**src/rtl/ram_loader.sv**
```systemverilog
// ram_loader: streams a length-prefixed byte image into a level-sensitive RAM
// before the CPU is released.
//
// Stream format: len[7:0], len[15:8], then len payload bytes that are written to
// addresses 0..len-1. Each payload byte becomes one single-cycle write pulse.
// Address and data change only on the edge that raises the write pulse.
//
// Ports:
//   clk              in   clock, rising edge
//   rst_n            in   synchronous active-low reset
//   start            in   begin a load (honoured only in IDLE, DONE or ERROR)
//   in_valid         in   source byte valid
//   in_data          in   source byte
//   in_ready         out  loader accepts in_data this cycle
//   ram_write_enable out  RAM write strobe (single-cycle pulse)
//   ram_address      out  RAM address
//   ram_data_in      out  RAM write data
//   busy             out  load in progress
//   done             out  last load completed (sticky until next start)
//   error            out  last load rejected as oversize (sticky until next start)
module ram_loader #(
    parameter int addr_bits = 16
) (
    input  logic                 clk,
    input  logic                 rst_n,
    input  logic                 start,
    input  logic                 in_valid,
    input  logic [7:0]           in_data,
    output logic                 in_ready,
    output logic                 ram_write_enable,
    output logic [addr_bits-1:0] ram_address,
    output logic [7:0]           ram_data_in,
    output logic                 busy,
    output logic                 done,
    output logic                 error
);

    typedef enum logic [2:0] {
        S_IDLE,
        S_LEN_LO,
        S_LEN_HI,
        S_DATA,
        S_WRITE,
        S_DONE,
        S_ERROR
    } state_e;

    // Largest image that fits: 2^addr_bits bytes.
    localparam logic [16:0] LEN_LIMIT = 17'(1) << addr_bits;

    state_e               state_q;
    logic [15:0]          len_q;
    logic [16:0]          count_q;
    logic                 in_ready_q;
    logic                 we_q;
    logic [addr_bits-1:0] addr_q;
    logic [7:0]           data_q;
    logic                 busy_q;
    logic                 done_q;
    logic                 error_q;

    logic                 xfer;
    logic [15:0]          len_d;

    // in_ready_q is only ever set in LEN_LO, LEN_HI and DATA, so it alone
    // qualifies a transfer.
    assign xfer  = in_valid && in_ready_q;
    // Full length as it will be once the high byte lands.
    assign len_d = {in_data, len_q[7:0]};

    // NOTE: all state lives in one clocked block using non-blocking
    // assignments, so every register samples the pre-edge value of the others.
    always_ff @(posedge clk) begin
        if (!rst_n) begin
            state_q    <= S_IDLE;
            len_q      <= '0;
            count_q    <= '0;
            in_ready_q <= 1'b0;
            we_q       <= 1'b0;
            addr_q     <= '0;
            data_q     <= '0;
            busy_q     <= 1'b0;
            done_q     <= 1'b0;
            error_q    <= 1'b0;
        end else begin
            case (state_q)
                S_IDLE, S_DONE, S_ERROR: begin
                    if (start) begin
                        state_q    <= S_LEN_LO;
                        in_ready_q <= 1'b1;
                        busy_q     <= 1'b1;
                        done_q     <= 1'b0;
                        error_q    <= 1'b0;
                    end
                end
                S_LEN_LO: begin
                    if (xfer) begin
                        len_q[7:0] <= in_data;
                        state_q    <= S_LEN_HI;
                    end
                end
                S_LEN_HI: begin
                    if (xfer) begin
                        len_q[15:8] <= in_data;
                        count_q     <= '0;
                        if (len_d == 16'd0) begin
                            state_q    <= S_DONE;
                            in_ready_q <= 1'b0;
                            busy_q     <= 1'b0;
                            done_q     <= 1'b1;
                        end else if ({1'b0, len_d} > LEN_LIMIT) begin
                            state_q    <= S_ERROR;
                            in_ready_q <= 1'b0;
                            busy_q     <= 1'b0;
                            error_q    <= 1'b1;
                        end else begin
                            state_q <= S_DATA;
                        end
                    end
                end
                S_DATA: begin
                    // Address and data move together with the rising strobe,
                    // never while it is high or as it falls.
                    if (xfer) begin
                        addr_q     <= count_q[addr_bits-1:0];
                        data_q     <= in_data;
                        we_q       <= 1'b1;
                        count_q    <= count_q + 17'd1;
                        in_ready_q <= 1'b0;
                        state_q    <= S_WRITE;
                    end
                end
                S_WRITE: begin
                    we_q <= 1'b0;
                    if (count_q == {1'b0, len_q}) begin
                        state_q <= S_DONE;
                        busy_q  <= 1'b0;
                        done_q  <= 1'b1;
                    end else begin
                        state_q    <= S_DATA;
                        in_ready_q <= 1'b1;
                    end
                end
                default: begin
                    state_q    <= S_IDLE;
                    in_ready_q <= 1'b0;
                    we_q       <= 1'b0;
                    busy_q     <= 1'b0;
                end
            endcase
        end
    end

    assign in_ready         = in_ready_q;
    assign ram_write_enable = we_q;
    assign ram_address      = addr_q;
    assign ram_data_in      = data_q;
    assign busy             = busy_q;
    assign done             = done_q;
    assign error            = error_q;

endmodule
```
**config.mk**
```make
export PLATFORM = sky130hd
export DESIGN_NAME = ram_loader
export DESIGN_NICKNAME = d
export VERILOG_FILES = /design/src/rtl/ram_loader.sv
export SDC_FILE = /design/constraint.sdc
export NUM_CORES = 1
export LEC_CHECK = 0
export CORE_ASPECT_RATIO = 0.8
export CORE_UTILIZATION = 54
export DETAILED_ROUTE_END_ITERATION = 8
export MAX_ROUTING_LAYER = met4
export PLACE_DENSITY = 0.81
export SLEW_MARGIN = 20
export SYNTH_ARGS = -nofsm -noshare
export SYNTH_HDL_FRONTEND = slang
export SYNTH_SLANG_ARGS = --single-unit
export TNS_END_PERCENT = 1
```
**constraint.sdc**
```tcl
create_clock -name clk -period 1.9 [get_ports clk]
set_clock_uncertainty 0.1 [all_clocks]
set_input_delay 0.19 -clock clk [delete_from_list [all_inputs] [get_ports clk]]
set_output_delay 0.19 -clock clk [all_outputs]
set_load 0.01 [all_outputs]
```
Word level (Yosys, flattened, before mapping)
Cells that the tools add are included.
- bits in registers: 65
- latch bits: 0
- RAM bits: 0
- memory bits (read-only): 0
- output and inout bits: 29
- logic and storage cells: 83
- memories kept: 0
- $add $sub $neg: 1
- multiply operators: 0
- div/mod/pow operators: 0
- order comparisons: 1
- equality and inequality tests: 17
- shift-type cells: 0
- muxes and demuxes: 31
- bitwise logic cells: 3
- reductions and logical operators: 19
- operators by type and width (cell ; count):
    17-bit two-way mux ; 2
    17-bit case mux with 2 select lines ; 1
    3-bit two-way mux ; 7
    2-bit inequality test (second input constant) ; 9
    17-bit by 1-bit adder with 17-bit output (second input constant) ; 1
    17-bit by 16-bit equality test with 1-bit output ; 1
    16-bit by 17-bit > comparator with 1-bit output (second input constant) ; 1
    16-bit logical NOT ; 1
    1-bit two-way mux ; 15
    3-bit case mux with 5 select lines ; 1
    5-bit AND reduction ; 3
    3-bit equality test (second input constant) ; 3
    2-bit AND reduction ; 4
    3-bit by 2-bit equality test with 1-bit output (second input constant) ; 2
    6-bit AND reduction ; 1
    1-bit case mux with 5 select lines ; 1
    5-bit OR reduction ; 1
    1-bit case mux with 2 select lines ; 2
    1-bit case mux with 4 select lines ; 1
    4-bit AND reduction ; 1
    2-bit nonzero test ; 2
    3-bit by 1-bit equality test with 1-bit output (second input constant) ; 1
    3-bit logical NOT ; 1
    3-bit inequality test (second input constant) ; 1
    7 further kinds ; 9

Logic depth before layout (Yosys ltp)
- depth in word-level cells: 5
- mapped depth: 7
- mapped depth without buffers: 5

Least setup slack after synthesis
Ideal clock, no wire load.
- path type: reg-to-reg
- from: reg in_ready_q (netlist: in_ready)
- to: reg count_q[13]
- setup time: 0.117 ns
- arrival: 1.523 ns
- required time: 1.683 ns
- setup slack: 0.160 ns
- stages on the path, launching flop included: 6
- path buffers: 0
- cell sequence: dfxtp_1 -> nand4b_1 -> or2_4 -> or4_4 -> xnor2_2 -> nor2_1
- longest elaborated chain between the ends: 3
- RTL lines (what ; line ; RTL):
    from (decl) ; 54 ; logic in_ready_q;
    from (signal assigned) ; 78 ; in_ready_q <= 1'b0;
    from (signal assigned) ; 90 ; in_ready_q <= 1'b1;
    from (signal assigned) ; 108 ; in_ready_q <= 1'b0;
    1-bit logical AND * ; 67 ; assign xfer = in_valid && in_ready_q;
    2-bit inequality test (no source line) ; n/a ;
    3-bit AND reduction (no source line) * ; n/a ;
    to (signal assigned) ; 128 ; count_q <= count_q + 17'd1;
    to (decl) ; 53 ; logic [16:0] count_q;
Every way passes the cells marked *; elsewhere a longest branch is shown, timed or not.
A chain may end at the register's enable or synchronous reset.

Final worst setup path
- from: reg len_q[2]
- to: reg state_q[1]
- longest elaborated chain between the ends: 4
- RTL lines (what ; line ; RTL):
    from (decl) ; 52 ; logic [15:0] len_q;
    from (signal assigned) ; 98 ; len_q[7:0] <= in_data;
    16-bit logical NOT ; 106 ; if (len_d == 16'd0) begin
    3-bit two-way mux ; 106 ;
    3-bit two-way mux ; 103 ; if (xfer) begin
    3-bit case mux with 5 select lines * ; 86 ; case (state_q)
    to (signal assigned) ; 89 ; state_q <= S_LEN_LO;
    to (signal assigned) ; 107 ; state_q <= S_DONE;
    to (signal assigned) ; 112 ; state_q <= S_ERROR;
    to (decl) ; 51 ; state_e state_q;
Every way passes the cells marked *; elsewhere a longest branch is shown, timed or not. The select of a mux whose other input is x is not followed.

==> metrics.log <==
[metrics] RSZ-0062 raised after global routing: false
[metrics] leading register cell type out of synthesis: sky130_fd_sc_hd__dfxtp_1
[metrics] standard-cell row count: 23
[metrics] Detail Route Antenna Nets: 0
[metrics] die width: 85.4 microns
[metrics] Total Wirelength: 8.01 mm
[metrics] Crit path largest cell delay: 360 ps
[metrics] final hold vios: 0
[metrics] minimum hold slack: 339 ps
[metrics] endpoint kind of the worst setup timing path: register
[metrics] layout net count: 456
[metrics] Overflow after GRT: 0
[metrics] buffer depth of the longest clock path: 2
[metrics] floorplan die area: 5870 sq um
[metrics] drt wl/cell: 15.7 microns
[metrics] Register-to-Register Path Depth: 5
[metrics] TritonCTS clock tree: built
[metrics] number of enable flip-flop cells after synthesis: 0
[metrics] cell at the root of the clock tree: sky130_fd_sc_hd__clkbuf_8
[metrics] core outline area: 5180 sq um
[metrics] clock sink count: 65
[metrics] cell accounting for the most synthesized area: sky130_fd_sc_hd__dfxtp_1
[metrics] wire length of the first global-routing pass: 12.9 mm
[metrics] cell with the largest stage delay on the worst path: sky130_fd_sc_hd__a211o_1
[metrics] proportion of layout cells with a drive suffix above 1: 17.0%
[metrics] multi-input combinational cell area: 1570 sq um
[metrics] cells along the critical path: nor4_1 > nand4_1 > a211o_1 > a31oi_1 > o21ai_0
[metrics] ratio of total power to cell area: 790 nW/um^2
[metrics] proportion of register bits with asynchronous set or reset after synthesis: 0%
[metrics] number of iterations in the first detailed-routing pass: 5
[metrics] maximum number of pins on one net before global-route repair: 36
[metrics] Worst R2R End: state_q[1]
[metrics] endpoints failing setup: 0
[metrics] hold path start: error
[metrics] clock period minus final worst setup slack: 1790 ps
[metrics] destination of the worst hold path: error
[metrics] Worst setup SP type: register
[metrics] post-synthesis instance total: 369
[metrics] number of max-cap violations: 0
[metrics] achievable clock frequency: 559 MHz
[metrics] number of global-route vias before repair: 2,596
[metrics] largest voltage drop on the vdd net: 0.727 mV
[metrics] placement-stage worst setup slack: -188 ps
[metrics] count of different cell masters after synthesis: 53
[metrics] diode count: 0
[metrics] clock-pin slew on the worst setup and hold paths: 70 ps
[metrics] class of the worst hold path: register to register
[metrics] register bit total from synthesis: 65
[metrics] final setup margin: 111 ps
[metrics] average cell area after synthesis: 8.15 sq um
[metrics] via total after detailed routing: 2,928
[metrics] critical path arrival: 1910 ps
[metrics] Mapped Nets: 382
[metrics] total of buffers placed on input and output ports: 40
[metrics] source-to-sink clock delay at the later pin of the worst-skew pair: 340 ps
[metrics] worst-path fanout max: 3
[metrics] fraction of the yosys area taken by sequential cells: 43.3%
[metrics] die span in y: 68.7 microns
[metrics] antenna violations before repair: 0
[metrics] Util after Layout: 77.4%
[metrics] Max transition margin: 70.7%
[metrics] total clock buffers created by CTS: 9
[metrics] area growth from synthesis to layout: 33.3%
[metrics] post-DP HPWL: 5.87 mm
[metrics] Period Utilization, post-route: 94.2%
[metrics] transition time of the tightest slew-check pin: 439 ps
[metrics] number of pins with negative max-slew slack in the final report: 0
[metrics] worst reg2reg startpoint: len_q[2]
[metrics] required time of the critical path: 2020 ps
[metrics] hold bufs inserted after CTS: 0
[metrics] type of the setup path with the least slack: register to register
[metrics] gr usage total: 30.4%
[metrics] largest cells by area after synthesis: sky130_fd_sc_hd__dfxtp_1 43%, sky130_fd_sc_hd__nand2_1 9.0%, sky130_fd_sc_hd__a21oi_1 7.3%, sky130_fd_sc_hd__xor2_1 6.4%, sky130_fd_sc_hd__nor2_1 4.6%
[metrics] sequential cell area in the final layout: 1310 sq um
[metrics] I/O pin count: 41
[metrics] total leakage power: 1.54 nW
[metrics] initial core utilization: 58.0%
[metrics] post-synthesis instance area: 3010 sq um
[metrics] Hold Path Cell Cnt: 2
[metrics] number of warnings issued by yosys: 0
[metrics] # fillers: 385
[metrics] slack of the worst reg-to-reg path: 110 ps
[metrics] average vias per placed instance: 5.74
[metrics] DRC violation count after routing: 0
[metrics] final RePlAce weighted congestion: 0.964
[metrics] number of H-tree levels: 3
[metrics] Yosys top cell area share: 43.3%
[metrics] outcome: finished, final reports clean
[metrics] Iteration-0 DRC Markers: 221
[metal layers]
metal	wire length, microns	GRT usage, %	vias up
met5	0	-	-
met2	3580	45.6	142
met1	3540	39.5	1359
li1	-	-	1415
met3	783	10.0	12
met4	104	8.54	0
[worst max-delay path by stage]
stage,to,from,slack (ps),depth (start not counted)
after floorplan,count_q[13],in_ready,160,5
after global placement,busy,in_data[1],-220,6
after detailed placement,count_q[13],in_valid,-190,6
after CTS,busy,state_q[1],50,6
after global routing,busy,len_q[2],9,5
final,state_q[1],len_q[2],110,5
[flip-flops by register name (all words and copies together) (netlist names)]
| signal | cells |
|---|---|
| ram_write_enable | 1 |
| count_q | 17 |
| len_q | 16 |
| state_q | 3 |
| ram_address | 16 |
| in_ready | 1 |
| busy | 1 |
| error | 1 |
| ram_data_in | 8 |
| done | 1 |
[Yosys cell counts, drive strengths merged, types with 3 or more instances]
library cell / n
a211oi: 3
a21oi: 44
buf: 13
clkbuf: 9
dfxtp: 65
inv: 10
mux2i: 8
nand2: 72
nand3: 13
nand4: 5
nor2: 38
nor3: 8
nor4: 10
o21ai: 6
xnor2: 8
xor2: 22
[final cells by class]
cell class | instances | area share [%]
Inverter | 10 | 0.936
Sequential cell | 65 | 32.6
Tap cell | 62 | 1.94
Multi-Input combinational cell | 272 | 39.1
Timing Repair Buffer | 85 | 19.4
Clock inverter | 6 | 2.90
Clock buffer | 10 | 3.18
[stage by stage]
step	std cells	area [sq um]	power (mW)	TNS (ps)
after floorplan	369	3010	1.61	0
after global placement	494	3760	1.76	-1370
after detailed placement	494	3760	1.76	-1900
after CTS	510	4010	3.19	0
after global routing	510	4010	3.29	0
final	510	4010	3.17	0
[where the power goes]
group	total, mW	switching (mW)	internal (mW)
logic	0.329	0.181	0.149
registers	1.41	0.0307	1.38
clock network	1.42	0.545	0.878
total	3.17	0.756	2.41
[critical path: cells and delay by family, from the launching register on]
family / cells / cell delay (ps)
AO/OA/AOI/OAI: 3 / 660
flip-flops: 1 / 340
AND/OR/NAND/NOR: 2 / 560
[cell families (layout without fill, tap and decap cells)]
kind of cell	Yosys count	in the layout	synth area share, %
simple gates	164	164	26.6
buf+inv	32	111	4.54
compound gates	69	69	13.5
fa+ha+maj	1	1	0.416
xor+xnor	30	30	8.99
mux	8	8	2.66
flops	65	65	43.3
[repair_timing]
item	4_1_cts	5_1_grt
gates resized for setup	0	3
endpoints found under the setup margin	0	7
setup buffers	0	0
[cell usage in the layout, fill, tap and decap left out, types with 2 or more instances in the layout]
cell type / count
sky130_fd_sc_hd__mux2i_1: 8
sky130_fd_sc_hd__nand2_1: 72
sky130_fd_sc_hd__and3_1: 2
sky130_fd_sc_hd__o221ai_1: 2
sky130_fd_sc_hd__inv_1: 9
sky130_fd_sc_hd__nor4_2: 2
sky130_fd_sc_hd__a211oi_1: 3
sky130_fd_sc_hd__nand4_1: 4
sky130_fd_sc_hd__nor3_1: 6
sky130_fd_sc_hd__a21oi_1: 44
sky130_fd_sc_hd__and4_1: 2
sky130_fd_sc_hd__or3_1: 2
sky130_fd_sc_hd__nand2b_1: 2
sky130_fd_sc_hd__a31oi_1: 2
sky130_fd_sc_hd__clkbuf_8: 9
sky130_fd_sc_hd__dfxtp_2: 3
sky130_fd_sc_hd__nand3_1: 12
sky130_fd_sc_hd__nor4_1: 8
sky130_fd_sc_hd__buf_4: 42
sky130_fd_sc_hd__clkinv_4: 3
sky130_fd_sc_hd__bufinv_16: 3
sky130_fd_sc_hd__xor2_1: 22
sky130_fd_sc_hd__dfxtp_1: 62
sky130_fd_sc_hd__o32ai_1: 2
sky130_fd_sc_hd__clkdlybuf4s50_1: 40
sky130_fd_sc_hd__xnor2_1: 7
sky130_fd_sc_hd__nor2_1: 37
sky130_fd_sc_hd__o21ai_0: 6
sky130_fd_sc_hd__nor2b_1: 2
sky130_fd_sc_hd__buf_12: 3
Power figures use the tool's default switching activity.
